`config.mk`:
```
export PLATFORM = sky130hd
export DESIGN_NAME = demod_ch_sched
export DESIGN_NICKNAME = d
export VERILOG_FILES = /design/src/rtl/demod_pkg.sv /design/src/rtl/demod_ch_sched_rr_pick.sv /design/src/rtl/demod_ch_sched.sv
export SDC_FILE = /design/constraint.sdc
export NUM_CORES = 1
export LEC_CHECK = 0
export CAP_MARGIN = 20
export CORE_ASPECT_RATIO = 2
export CORE_MARGIN = 1
export CORE_UTILIZATION = 49
export DETAILED_ROUTE_END_ITERATION = 12
export PLACE_DENSITY = 0.78
export SLEW_MARGIN = 0
export SYNTH_ARGS = -nofsm -noshare
export SYNTH_HDL_FRONTEND = slang
export SYNTH_HIERARCHICAL = 1
export SYNTH_SLANG_ARGS = --single-unit
```
`constraint.sdc`:
```
create_clock -name s_axis_aclk -period 3.03 [get_ports s_axis_aclk]
set_input_delay 0.303 -clock s_axis_aclk [delete_from_list [all_inputs] [get_ports s_axis_aclk]]
set_output_delay 0.303 -clock s_axis_aclk [all_outputs]
set_load 0.01 [all_outputs]
```
`src/rtl/demod_pkg.sv`:
```
// Shared defaults and types for the demodulator front end and its channel scheduler.
package demod_pkg;

    localparam int DEF_N_CH = 4;
    localparam int DEF_DW   = 24;
    localparam int DEF_CW   = $clog2(DEF_N_CH);

    typedef logic [DEF_CW-1:0]        ch_idx_t;
    typedef logic signed [DEF_DW-1:0] sample_t;

    // Wraps an index that is known to be below 2*n back into 0..n-1.
    function automatic int wrap_idx(input int idx, input int n);
        return (idx >= n) ? idx - n : idx;
    endfunction

endpackage

```
`src/rtl/demod_ch_sched_rr_pick.sv`:
```
// Rotating-priority picker: first set request at or after ptr, wrapping N_CH-1 -> 0.
module rr_pick
    import demod_pkg::*;
#(
    parameter int N_CH = DEF_N_CH,
    localparam int CW  = $clog2(N_CH)
) (
    input  logic [N_CH-1:0] req,
    input  logic [CW-1:0]   ptr,
    output logic            gnt_valid,
    output logic [CW-1:0]   gnt_idx
);

    always_comb begin
        int          idx;
        logic [CW-1:0] idx_c;
        gnt_valid = 1'b0;
        gnt_idx   = '0;
        idx       = 0;
        idx_c     = '0;
        for (int i = 0; i < N_CH; i++) begin
            idx   = wrap_idx(int'(ptr) + i, N_CH);
            idx_c = CW'(idx);
            if (!gnt_valid && req[idx_c]) begin
                gnt_valid = 1'b1;
                gnt_idx   = idx_c;
            end
        end
    end

endmodule

```
`src/rtl/demod_ch_sched.sv`:
```
// Round-robin scheduler sharing one demodulator stream between N_CH buffered ADC channels.
module demod_ch_sched
    import demod_pkg::*;
#(
    parameter int N_CH = DEF_N_CH,
    parameter int DW   = DEF_DW,
    localparam int CW  = $clog2(N_CH)
) (
    input  logic               s_axis_aclk,
    input  logic               s_axis_aresetn,
    input  logic [N_CH*DW-1:0] s_axis_tdata,
    input  logic [N_CH-1:0]    s_axis_tvalid,
    output logic [N_CH-1:0]    s_axis_tready,
    input  logic [N_CH-1:0]    ch_enable,
    output logic [DW-1:0]      m_axis_tdata,
    output logic               m_axis_tvalid,
    input  logic               m_axis_tready,
    output logic [CW-1:0]      m_axis_tuser,
    output logic               busy
);

    // A transfer happens on a rising edge where tvalid and tready are both high;
    // tvalid never waits on tready, and a raised tvalid holds its data until that edge.

    logic [N_CH-1:0] buf_valid;
    logic [DW-1:0]   buf_data [N_CH];
    logic [CW-1:0]   rr_ptr;
    logic            load;
    logic            gnt_valid;
    logic [CW-1:0]   gnt_idx;

    // Ready depends only on registers and config, never on m_axis_tready.
    assign s_axis_tready = ~buf_valid | ~ch_enable;
    assign load          = ~m_axis_tvalid | m_axis_tready;
    assign busy          = (|buf_valid) | m_axis_tvalid;

    rr_pick #(.N_CH(N_CH)) u_pick (
        .req       (buf_valid & ch_enable),
        .ptr       (rr_ptr),
        .gnt_valid (gnt_valid),
        .gnt_idx   (gnt_idx)
    );

    always_ff @(posedge s_axis_aclk or negedge s_axis_aresetn) begin
        if (!s_axis_aresetn) begin
            buf_valid <= '0;
            for (int k = 0; k < N_CH; k++) begin
                buf_data[k] <= '0;
            end
        end else begin
            for (int k = 0; k < N_CH; k++) begin
                // A disabled channel keeps its ready high and drops whatever arrives.
                if (!ch_enable[k]) begin
                    buf_valid[k] <= 1'b0;
                end else if (s_axis_tvalid[k] && s_axis_tready[k]) begin
                    buf_valid[k] <= 1'b1;
                    buf_data[k]  <= s_axis_tdata[k*DW +: DW];
                end else if (load && gnt_valid && (gnt_idx == CW'(k))) begin
                    buf_valid[k] <= 1'b0;
                end
            end
        end
    end

    always_ff @(posedge s_axis_aclk or negedge s_axis_aresetn) begin
        if (!s_axis_aresetn) begin
            m_axis_tvalid <= 1'b0;
            m_axis_tdata  <= '0;
            m_axis_tuser  <= '0;
            rr_ptr        <= '0;
        end else if (load) begin
            if (gnt_valid) begin
                m_axis_tvalid <= 1'b1;
                m_axis_tdata  <= buf_data[gnt_idx];
                m_axis_tuser  <= gnt_idx;
                rr_ptr        <= (gnt_idx == CW'(N_CH - 1)) ? '0 : gnt_idx + CW'(1);
            end else begin
                m_axis_tvalid <= 1'b0;
            end
        end
    end

endmodule

```
==> results.cfg <==
[status]
outcome = finished clean

[route]
drtPass1Iterations = 4
drc = 0
vias_per_cell = 5.50
ant_nets = 0
wl_um = 13100
first_iter_violations = 99
wire_per_inst_um = 20.3
num_vias = 3559

[die]
design.portCount = 139
start_util_pct = 50.6
die_x_um = 77.4
dieArea_mm2 = 0.0118
core-area_mm2 = 0.0110
die_h_um = 153
row_count = 54

[yosys]
synth_fp_nets = 452
async_flop_share_pct = 100
synth_top_area_share_pct = 58.0
synth_edf_count = 0
synthFlopType = dfrtp_1
ys_seq_area_share_pct = 58.0
syn_inst = 341
synthTopCellsByArea = dfrtp_1 (58%), mux2_2 (25%), mux4_2 (7.3%), mux4_1 (2.8%), buf_2 (0.90%)
synth.avg_cell_area_um2 = 16.3
ys_types = 23
ys_ff_latch = 129
syn-cell-area_mm2 = 0.00557
yosysWarningCount = 6
synth_top_area_cell = dfrtp_1

[cells_and_area]
postLayoutCellArea_mm2 = 0.00779
nNetsFinal = 605
drive_above_1_share_pct = 37.1
fillers = 775
mostFrequentLayoutCells = clkdlybuf4s50_1 (137), dfrtp_1 (129), mux2_2 (124)
syn_to_final_growth_pct = 39.8
final_common_cell = clkdlybuf4s50_1
num_antenna_cells = 0

[place]
place_area_mm2 = 0.00719
gp_congestion = 0.784
hpwl_um = 9020
portBuffers = 138

[clock_tree]
cts_buffers = 17
cts-root-buf = clkbuf_16
cts.sinks = 129
clockBufferDepth = 2
cts_tree = done
cts.clk_slew.worst_paths_ps = 60
cts.repair.resized = 0
clock_latency_ps = 410
htree_levels = 4
ctsHoldBuffers = 0
post_cts_buffers = 0

[global_route]
grt_start_max_net_pins = 68
grt_usage_pct = 24.2
grt_first_pass_wirelength_um = 21000
overflow = 0
antenna_found_initial = 0
grt_pass1_vias = 4098

[worst_setup_path]
cp-start-kind = flop
rr_startpoint = buf_valid[1]
crit_path_max_fanout = 23
worst_setup_path_end_kind = flop
critPathKind = reg2reg
cp.required_ps = 3320
critPathCapture = m_axis_tdata[23]
cp_data_arrival_time_ps = 2720
reg2reg_depth = 8
rr_endpoint = m_axis_tdata[23]
ff2ff_setup_slack_ps = 590
crit_start = buf_valid[1]

[timing]
period_minus_slack_ps = 2440
setup_viol = 0
grt_setup_unrepaired = no
final.period_utilization_pct = 80.4
relSlewSlack_pct = 40.7
worst_clock_skew_ps = 5.46
drv_slew = 0
finalSetupTns_ps = 0
final-hold-violation-count = 0
tightest_slew_ps = 890
max_freq_mhz = 411

[power_and_ir_drop]
finalPower_mw = 6.27
ir_drop_uv = 496
p_per_area_mw_per_mm2 = 805
p_leak_nw = 3.26

[worst_hold_path]
hp-class = in2async

[job]
drv_cap = 0
-- per-stage QoR --
step | cells | util, % | setup WS, ps | hold slack (ps)
4_1_cts | 647 | 70.7 | 587 | 48.8
3_5_place_dp | 615 | 65.3 | 191 | 479
6_report | 647 | 70.7 | 595 | 0.226
2_1_floorplan | 341 | - | 629 | 7.41
5_1_grt | 647 | 70.7 | 471 | 69.0
3_3_place_gp | 615 | 65.3 | 252 | 464
-- where the power goes --
group | leakage (nW) | internal (mW) | switching (mW) | total (mW)
sequential | 1.52 | 2.23 | 0.264 | 2.49
combinational | 1.46 | 1.13 | 0.618 | 1.75
clock | 0.275 | 1.29 | 0.744 | 2.04
-- synth_stat cells, types with 2 or more instances --
cell        n
dfrtp_1   129
mux2_2    124
mux4_2     18
buf_2      10
inv_1      10
mux4_1      6
nand2_1     6
o21ai_0     5
a21oi_1     4
and3_1      4
ha_1        4
nand3b_1    4
nand2b_1    3
nor2_1      3
buf_1       2
buf_6       2
-- flip-flops by register name (all words and copies together) (netlist names) --
| name | cells |
|---|---|
| buf_data | 96 |
| m_axis_tvalid | 1 |
| m_axis_tuser | 2 |
| m_axis_tdata | 24 |
| rr_ptr | 2 |
| buf_valid | 4 |
-- area by class of cell --
type | instances | area [µm²] | area share (%)
multi-input cells | 185 | 2210 | 28.4
repair buffers | 150 | 1530 | 19.7
well taps | 140 | 175 | 2.25
clock inverters | 13 | 164 | 2.11
clock buffers | 19 | 433 | 5.56
flip-flops and latches | 129 | 3230 | 41.5
inverters | 11 | 41.3 | 0.530
-- layer usage --
layer / global-route usage (%) / vias to the layer above / wire length [µm]
met4: 11.2 / 0 / 419
met5: 0 / - / 0
met1: 26.0 / 1863 / 4640
li1: - / 1552 / -
met3: 5.93 / 29 / 588
met2: 43.6 / 115 / 7480
-- worst min-delay path by stage --
stage,to,slack (ps),cells after the start
2_1_floorplan,buf_data[0],7,0
4_1_cts,buf_data[77],50,1
3_5_place_dp,buf_data[4],480,1
5_1_grt,buf_data[77],70,1
3_3_place_gp,buf_data[4],460,1
6_report,buf_data[77],0.2,1
-- critical path, stage by stage, from the launching register on --
cell,delay [ps]
dfrtp_1,370
nand2_1,90
inv_1,100
inv_1,60
a221o_1,390
a21oi_4,200
buf_12,240
mux4_1,570
mux2_2,270
-- logic make-up (layout without fill, tap and decap cells) --
kind of cell | count (synthesis) | in the layout | synth area share, %
fa+ha+maj | 4 | 4 | 0.899
buf+inv | 27 | 193 | 2.67
simple gates | 22 | 22 | 2.11
compound gates | 11 | 11 | 1.15
flops | 129 | 129 | 58.0
mux | 148 | 148 | 35.2
Note: power is estimated with default switching activity, not from simulation.
